## src/rtl/highscore_table_if.sv

```systemverilog
// Bus between the game/HUD logic and the high-score table: score capture,
// game-state trigger, clear, random-access read and insertion status.
interface highscore_table_if #(
  parameter int SCORE_W = 32,
  parameter int STATE_W = 3,
  parameter int IDX_W   = 3
);
  logic [SCORE_W-1:0] score;
  logic [STATE_W-1:0] state;
  logic               clear;
  logic [IDX_W-1:0]   rd_index;
  logic [SCORE_W-1:0] rd_score;
  logic [SCORE_W-1:0] best_score;
  logic               busy;
  logic               ins_done;
  logic               ins_valid;
  logic [IDX_W-1:0]   ins_rank;

  modport master (
    output score, state, clear, rd_index,
    input  rd_score, best_score, busy, ins_done, ins_valid, ins_rank
  );

  modport slave (
    input  score, state, clear, rd_index,
    output rd_score, best_score, busy, ins_done, ins_valid, ins_rank
  );
endinterface

```

## src/rtl/highscore_table.sv

```systemverilog
// Top-N high-score table kept sorted descending in registers; a rising entry
// into the Done game state scans for the new score's rank and inserts it.
module highscore_table #(
  parameter int                   DEPTH      = 5,
  parameter int                   SCORE_W    = 32,
  parameter int                   STATE_W    = 3,
  parameter logic [STATE_W-1:0]   DONE_STATE = STATE_W'(3),
  localparam int                  IDX_W      = $clog2(DEPTH + 1)
) (
  input  logic               Clk,
  input  logic               Reset_n,
  highscore_table_if.slave   bus
);

  typedef enum logic [2:0] {
    S_IDLE,
    S_SCAN,
    S_SHIFT,
    S_WRITE,
    S_REPORT
  } fsm_e;

  localparam logic [IDX_W-1:0] LAST_IDX  = IDX_W'(DEPTH - 1);
  localparam logic [IDX_W-1:0] DEPTH_IDX = IDX_W'(DEPTH);

  fsm_e               fsm_q, fsm_d;
  logic [SCORE_W-1:0] tbl_q [DEPTH];
  logic [SCORE_W-1:0] tbl_d [DEPTH];
  logic [STATE_W-1:0] prev_state_q;
  logic [SCORE_W-1:0] cand_q, cand_d;
  logic [IDX_W-1:0]   idx_q, idx_d;
  logic [IDX_W-1:0]   pos_q, pos_d;
  logic [IDX_W-1:0]   j_q, j_d;
  logic               ins_valid_q, ins_valid_d;
  logic [IDX_W-1:0]   ins_rank_q, ins_rank_d;

  logic               trigger;
  logic [SCORE_W-1:0] scan_val;
  logic [SCORE_W-1:0] rd_val;

  assign trigger = (fsm_q == S_IDLE) && (bus.state == DONE_STATE)
                 && (prev_state_q != DONE_STATE);

  // Slot muxes; out-of-range read indices return 0.
  always_comb begin
    scan_val = '0;
    rd_val   = '0;
    for (int i = 0; i < DEPTH; i++) begin
      if (idx_q == IDX_W'(i))        scan_val = tbl_q[i];
      if (bus.rd_index == IDX_W'(i)) rd_val   = tbl_q[i];
    end
  end

  // NOTE: every _d signal takes its _q value first, so no path leaves one unassigned and infers a latch.
  always_comb begin
    fsm_d       = fsm_q;
    tbl_d       = tbl_q;
    cand_d      = cand_q;
    idx_d       = idx_q;
    pos_d       = pos_q;
    j_d         = j_q;
    ins_valid_d = ins_valid_q;
    ins_rank_d  = ins_rank_q;

    unique case (fsm_q)
      S_IDLE: begin
        if (trigger) begin
          cand_d      = bus.score;
          idx_d       = '0;
          ins_valid_d = 1'b0;
          ins_rank_d  = DEPTH_IDX;
          fsm_d       = S_SCAN;
        end else if (bus.clear) begin
          for (int i = 0; i < DEPTH; i++) tbl_d[i] = '0;
        end
      end

      // Strict compare: equal scores stay above the newcomer.
      S_SCAN: begin
        if (cand_q > scan_val) begin
          pos_d = idx_q;
          j_d   = LAST_IDX;
          fsm_d = (idx_q == LAST_IDX) ? S_WRITE : S_SHIFT;
        end else if (idx_q == LAST_IDX) begin
          ins_valid_d = 1'b0;
          ins_rank_d  = DEPTH_IDX;
          fsm_d       = S_REPORT;
        end else begin
          idx_d = idx_q + IDX_W'(1);
        end
      end

      S_SHIFT: begin
        for (int i = 1; i < DEPTH; i++) begin
          if (j_q == IDX_W'(i)) tbl_d[i] = tbl_q[i-1];
        end
        if (j_q == pos_q + IDX_W'(1)) fsm_d = S_WRITE;
        else                          j_d   = j_q - IDX_W'(1);
      end

      S_WRITE: begin
        for (int i = 0; i < DEPTH; i++) begin
          if (pos_q == IDX_W'(i)) tbl_d[i] = cand_q;
        end
        ins_valid_d = 1'b1;
        ins_rank_d  = pos_q;
        fsm_d       = S_REPORT;
      end

      S_REPORT: fsm_d = S_IDLE;

      default:  fsm_d = S_IDLE;
    endcase
  end

  // NOTE: non-blocking assignments so every register updates from pre-edge values.
  always_ff @(posedge Clk or negedge Reset_n) begin
    if (!Reset_n) begin
      fsm_q        <= S_IDLE;
      // NOTE: the score registers are reset as well; an empty slot must read 0 from power-up.
      for (int i = 0; i < DEPTH; i++) tbl_q[i] <= '0;
      prev_state_q <= '0;
      cand_q       <= '0;
      idx_q        <= '0;
      pos_q        <= '0;
      j_q          <= '0;
      ins_valid_q  <= 1'b0;
      ins_rank_q   <= DEPTH_IDX;
    end else begin
      fsm_q        <= fsm_d;
      tbl_q        <= tbl_d;
      prev_state_q <= bus.state;
      cand_q       <= cand_d;
      idx_q        <= idx_d;
      pos_q        <= pos_d;
      j_q          <= j_d;
      ins_valid_q  <= ins_valid_d;
      ins_rank_q   <= ins_rank_d;
    end
  end

  // REPORT is the completion cycle, so busy covers only SCAN/SHIFT/WRITE.
  assign bus.busy       = (fsm_q == S_SCAN) || (fsm_q == S_SHIFT) || (fsm_q == S_WRITE);
  assign bus.ins_done   = (fsm_q == S_REPORT);
  assign bus.ins_valid  = ins_valid_q;
  assign bus.ins_rank   = ins_rank_q;
  assign bus.rd_score   = rd_val;
  assign bus.best_score = tbl_q[0];

endmodule
```

## src/flat_wrapper.sv

```systemverilog
// flat-port wrapper written by rule: the top's interface ports become plain ports
module highscore_table_flat 
#(
  parameter int                   DEPTH      = 5,
  parameter int                   SCORE_W    = 32,
  parameter int                   STATE_W    = 3,
  parameter logic [STATE_W-1:0]   DONE_STATE = STATE_W'(3),
  localparam int                  IDX_W      = $clog2(DEPTH + 1)
)
  (Clk, Reset_n, bus_score, bus_state, bus_clear, bus_rd_index, bus_rd_score, bus_best_score, bus_busy, bus_ins_done, bus_ins_valid, bus_ins_rank);
  highscore_table_if #(.SCORE_W(SCORE_W), .STATE_W(STATE_W)) bus_i ();
  input  logic Clk;
  input  logic Reset_n;
  input wire logic [$bits(bus_i.score)-1:0] bus_score;
  input wire logic [$bits(bus_i.state)-1:0] bus_state;
  input wire logic [$bits(bus_i.clear)-1:0] bus_clear;
  input wire logic [$bits(bus_i.rd_index)-1:0] bus_rd_index;
  output wire logic [$bits(bus_i.rd_score)-1:0] bus_rd_score;
  output wire logic [$bits(bus_i.best_score)-1:0] bus_best_score;
  output wire logic [$bits(bus_i.busy)-1:0] bus_busy;
  output wire logic [$bits(bus_i.ins_done)-1:0] bus_ins_done;
  output wire logic [$bits(bus_i.ins_valid)-1:0] bus_ins_valid;
  output wire logic [$bits(bus_i.ins_rank)-1:0] bus_ins_rank;
  assign bus_i.score = bus_score;
  assign bus_i.state = bus_state;
  assign bus_i.clear = bus_clear;
  assign bus_i.rd_index = bus_rd_index;
  assign bus_rd_score = bus_i.rd_score;
  assign bus_best_score = bus_i.best_score;
  assign bus_busy = bus_i.busy;
  assign bus_ins_done = bus_i.ins_done;
  assign bus_ins_valid = bus_i.ins_valid;
  assign bus_ins_rank = bus_i.ins_rank;
  highscore_table #(.DEPTH(DEPTH), .SCORE_W(SCORE_W), .STATE_W(STATE_W), .DONE_STATE(DONE_STATE)) u_core (.Clk(Clk), .Reset_n(Reset_n), .bus(bus_i));
endmodule
```

## config.mk

```make
export PLATFORM = sky130hd
export DESIGN_NAME = highscore_table_flat
export DESIGN_NICKNAME = d
export VERILOG_FILES = /design/src/rtl/highscore_table_if.sv /design/src/rtl/highscore_table.sv /design/src/flat_wrapper.sv
export SDC_FILE = /design/constraint.sdc
export NUM_CORES = 1
export LEC_CHECK = 0
export CAP_MARGIN = 30
export CORE_MARGIN = 10
export CORE_UTILIZATION = 53
export CTS_CLUSTER_SIZE = 30
export DETAILED_ROUTE_END_ITERATION = 7
export GPL_TIMING_DRIVEN = 0
export HOLD_SLACK_MARGIN = 0.12
export PLACE_DENSITY = 0.74
export SYNTH_ARGS = -nofsm -noshare
export SYNTH_HDL_FRONTEND = slang
export SYNTH_SLANG_ARGS = --single-unit
```

## constraint.sdc

```tcl
create_clock -name Clk -period 3.2 [get_ports Clk]
set_input_delay 0.48 -clock Clk [delete_from_list [all_inputs] [get_ports Clk]]
set_output_delay 0.48 -clock Clk [all_outputs]
set_load 0.02 [all_outputs]
```

==> flow_summary.ini <==
[min_path]
min_path_cells = 1
min_to = u_core.prev_state_q[2]$_DFF_PN0_
hold_path_startpoint = bus_state[2]
hp-class = input pin to flop

[place]
gp_congestion = 0.942
preCtsSetupSlack_ps = -1150
io_buffers = 108
dp_hpwl_um = 28500
dp.cells = 1771
postPlaceCellArea_um2 = 14000

[clock_network]
numCtsBuffers = 24
clkTransAtPathRegs_ps = 60
clkSinkCount = 211
cts_root_buffer = clkbuf_16
clock_path_buffers = 3
clkLatencyLatePin_ps = 530
cts_max_level = 1
cts_tree = done

[floorplan]
die_h_um = 173
io_pins = 111
die_area_um2 = 30100
fp-row-count = 56
initial_core_util_pct = 53.4
coreArea_um2 = 23300
dieWidth_um = 173

[sta]
finalCritPeriodShare_pct = 122
slew_viol_final = 0
worstMarginPinSlew_ps = 851
rsz0062_at_grt = true
final.setup.tns_ps = -9510
fin_crit_ps = 3900
timing.slew.headroom_pct = 43.3
setup_viol = 16
hold_violations = 0
fmax_mhz = 257
finClkSkew_ps = 13.1
setup_ws_ps = -697

[critical_path]
endpoint_kind = flop
r2r_end = u_core.pos_q[1]$_DFFE_PN0P_
reg2regPathDepth = 18
critPathMaxFanout = 8
criticalPathCategory = flop to flop
r2r-start = u_core.idx_q[0]$_DFFE_PN0P_
arrival_ps = 4330
cp-start-kind = flop
reg2reg_setup_slack_ps = -700
cp_data_required_time_ps = 3640

[grt]
grt_first_pass_wirelength_um = 67000
grt_overflow = 0
first_global_vias = 11700
grt_max_degree = 121
grt_usage_pct = 27.6
antenna_found_initial = 0

[cells_and_area]
antenna_cells = 0
drive_gt1_share_pct = 24.2
nNetsFinal = 1600
fin_cells = 1849
areaGrowthSynthToFinish_pct = 27.4
fin_area_um2 = 15900

[synthesis]
yosys_warnings = 0
synth.largest_area_cell = dfrtp_1
ys_async_sr_fraction_pct = 100
synthFlopType = dfrtp_1
synth_area_per_cell_um2 = 9.28
netlist_instances = 1343
synth.most_common_cell = dfrtp_1
synth-edff-count = 0
synth-seq-cells = 211
ys_top_cells_by_count = 209 x dfrtp_1, 181 x a21oi_1, 136 x nor2_1, 112 x nand2_1, 64 x mux2_2
syn_area_um2 = 12500
ys_types = 56
yosysSeqAreaShare_pct = 42.4
yosysTopAreaCellShare_pct = 42.0
synthTopCellsByArea = dfrtp_1 42%, a21oi_1 7.3%, mux2_2 5.8%, ha_1 4.7%, nor2_1 4.1%
syn_nets = 1431

[pwr]
power_leakage_uw = 0.00696
seqPwrFrac_pct = 28.8
cellPowerDensity_nw_per_um2 = 1020
p_int_uw = 9050
irDropWorstVdd_mv = 0.497
switchingPower_uw = 7200
p_total_uw = 16300
p_clk_share_pct = 18.7
p_comb_share_pct = 52.5
switching_share_pct = 44.3

[routing]
vias = 12000
dr_wl_met3_um = 5320
first_pass_iters = 6
wl_per_cell_um = 23.8
drcViolationCount = 0
wl_met2_um = 19700
ant_nets = 0
wirelength_met1_um = 16900
drtIter0Drc = 1877
viasPerCell = 6.51
drt_wl_total_um = 44100
highest-signal-layer = met4

[job]
max_cap_viol_count = 0

[outcome]
violations = setup timing
status = finished, violations left
[sequential cells by signal (all words and copies together) (netlist names)]
name                   flops
u_core.pos_q               3
u_core.bus.best_score     32
u_core.tbl_q             128
u_core.fsm_q               3
u_core.bus.ins_rank        3
u_core.bus.ins_valid       1
u_core.cand_q             32
u_core.j_q                 3
u_core.prev_state_q        3
u_core.idx_q               3
[cell families after synthesis]
logic type      count (synthesis)  share of synthesized area (%)
compound gates                486                           24.8
simple gates                  331                           11.7
flops                         211                           42.4
buf+inv                       160                           6.70
mux                           103                           9.32
fa+ha+maj                      47                           4.72
xor+xnor                        5                          0.351
[through the flow]
stage	util, %	hold slack [ps]
2_1_floorplan	-	184
3_3_place_gp	60.0	489
3_5_place_dp	60.2	497
4_1_cts	65.9	415
5_1_grt	68.1	433
6_report	68.1	423
[power groups by stage]
stage	logic, uW	clock network [uW]	registers, uW
detailed placement	7020	0	4610
finish	8540	3040	4680
global route	9120	3160	4770
floorplan	4900	0	4290
global placement	6850	0	4580
CTS	7700	3050	4580
[routing by layer]
| metal | vias up | track usage [%] |
|---|---|---|
| li1 | 5210 | - |
| met1 | 5748 | 35.1 |
| met2 | 900 | 43.5 |
| met3 | 175 | 7.06 |
| met4 | 0 | 12.3 |
| met5 | - | 0 |
[worst max-delay path by stage]
stage,from,cells past startpoint,endpoint
floorplan,u_core.idx_q[1]$_DFFE_PN0P_,16,u_core.idx_q[0]$_DFFE_PN0P_
global placement,Reset_n,1,u_core.bus.best_score[9]$_DFFE_PN0P_
detailed placement,u_core.idx_q[0]$_DFFE_PN0P_,15,u_core.idx_q[0]$_DFFE_PN0P_
CTS,u_core.idx_q[0]$_DFFE_PN0P_,15,u_core.idx_q[0]$_DFFE_PN0P_
global route,u_core.idx_q[0]$_DFFE_PN0P_,17,u_core.idx_q[0]$_DFFE_PN0P_
finish,u_core.idx_q[0]$_DFFE_PN0P_,18,u_core.pos_q[1]$_DFFE_PN0P_
[cells in the final DEF (no fill, tap or decap), types with 15 or more instances in the layout]
master | synthesis | routed
mux2i_1 | 35 | 35
inv_1 | 20 | 18
clkdlybuf4s50_1 | 0 | 88
buf_6 | 10 | 15
o311ai_1 | 0 | 23
buf_2 | 25 | 28
nor2_1 | 136 | 135
a22oi_1 | 27 | 26
a21oi_2 | 56 | 56
o21ai_1 | 44 | 73
o21ai_0 | 61 | 30
o22ai_1 | 30 | 29
a21oi_1 | 181 | 181
ha_1 | 47 | 43
buf_4 | 34 | 56
clkbuf_16 | 0 | 31
dfrtp_1 | 209 | 207
a221oi_1 | 34 | 21
clkbuf_1 | 63 | 26
mux2_2 | 64 | 64
nand2_1 | 112 | 111
and3_1 | 31 | 31
[critical path: stages, from the launching register on]
cell and delay, ps:
dfrtp_2 460, inv_4 90, ha_4 130, nor3b_4 260, buf_6 180, buf_12 110
clkbuf_16 140, a221oi_1 90, o311ai_1 300, o21ai_1 120, ha_1 290, nand4_1 210
nor4_4 320, buf_4 190, nand2b_4 60, a31oi_4 230, nor2_4 130, nor2_4 230
mux2i_1 250
[what timing repair did]
item / in CTS / in global routing
pin swaps: 20 / 29
gates cloned: 1 / 3
hold buffers: 1 / 0
endpoints found under the setup margin: 48 / 31
setup buffers: 15 / 16
resized for setup: 123 / 87
hold endpoints to repair: 91 / 0
[area by class of cell]
class / instances / area [um2]
Clock buffer: 36 / 757
Buffer: 138 / 986
Clock inverter: 8 / 120
Sequential cell: 211 / 5290
Tap cell: 319 / 399
Multi-Input combinational cell: 972 / 6700
Fill cell: 1841 / 7450
Timing Repair Buffer: 145 / 1550
Inverter: 20 / 77.6
(Power assumes the default switching activity.)
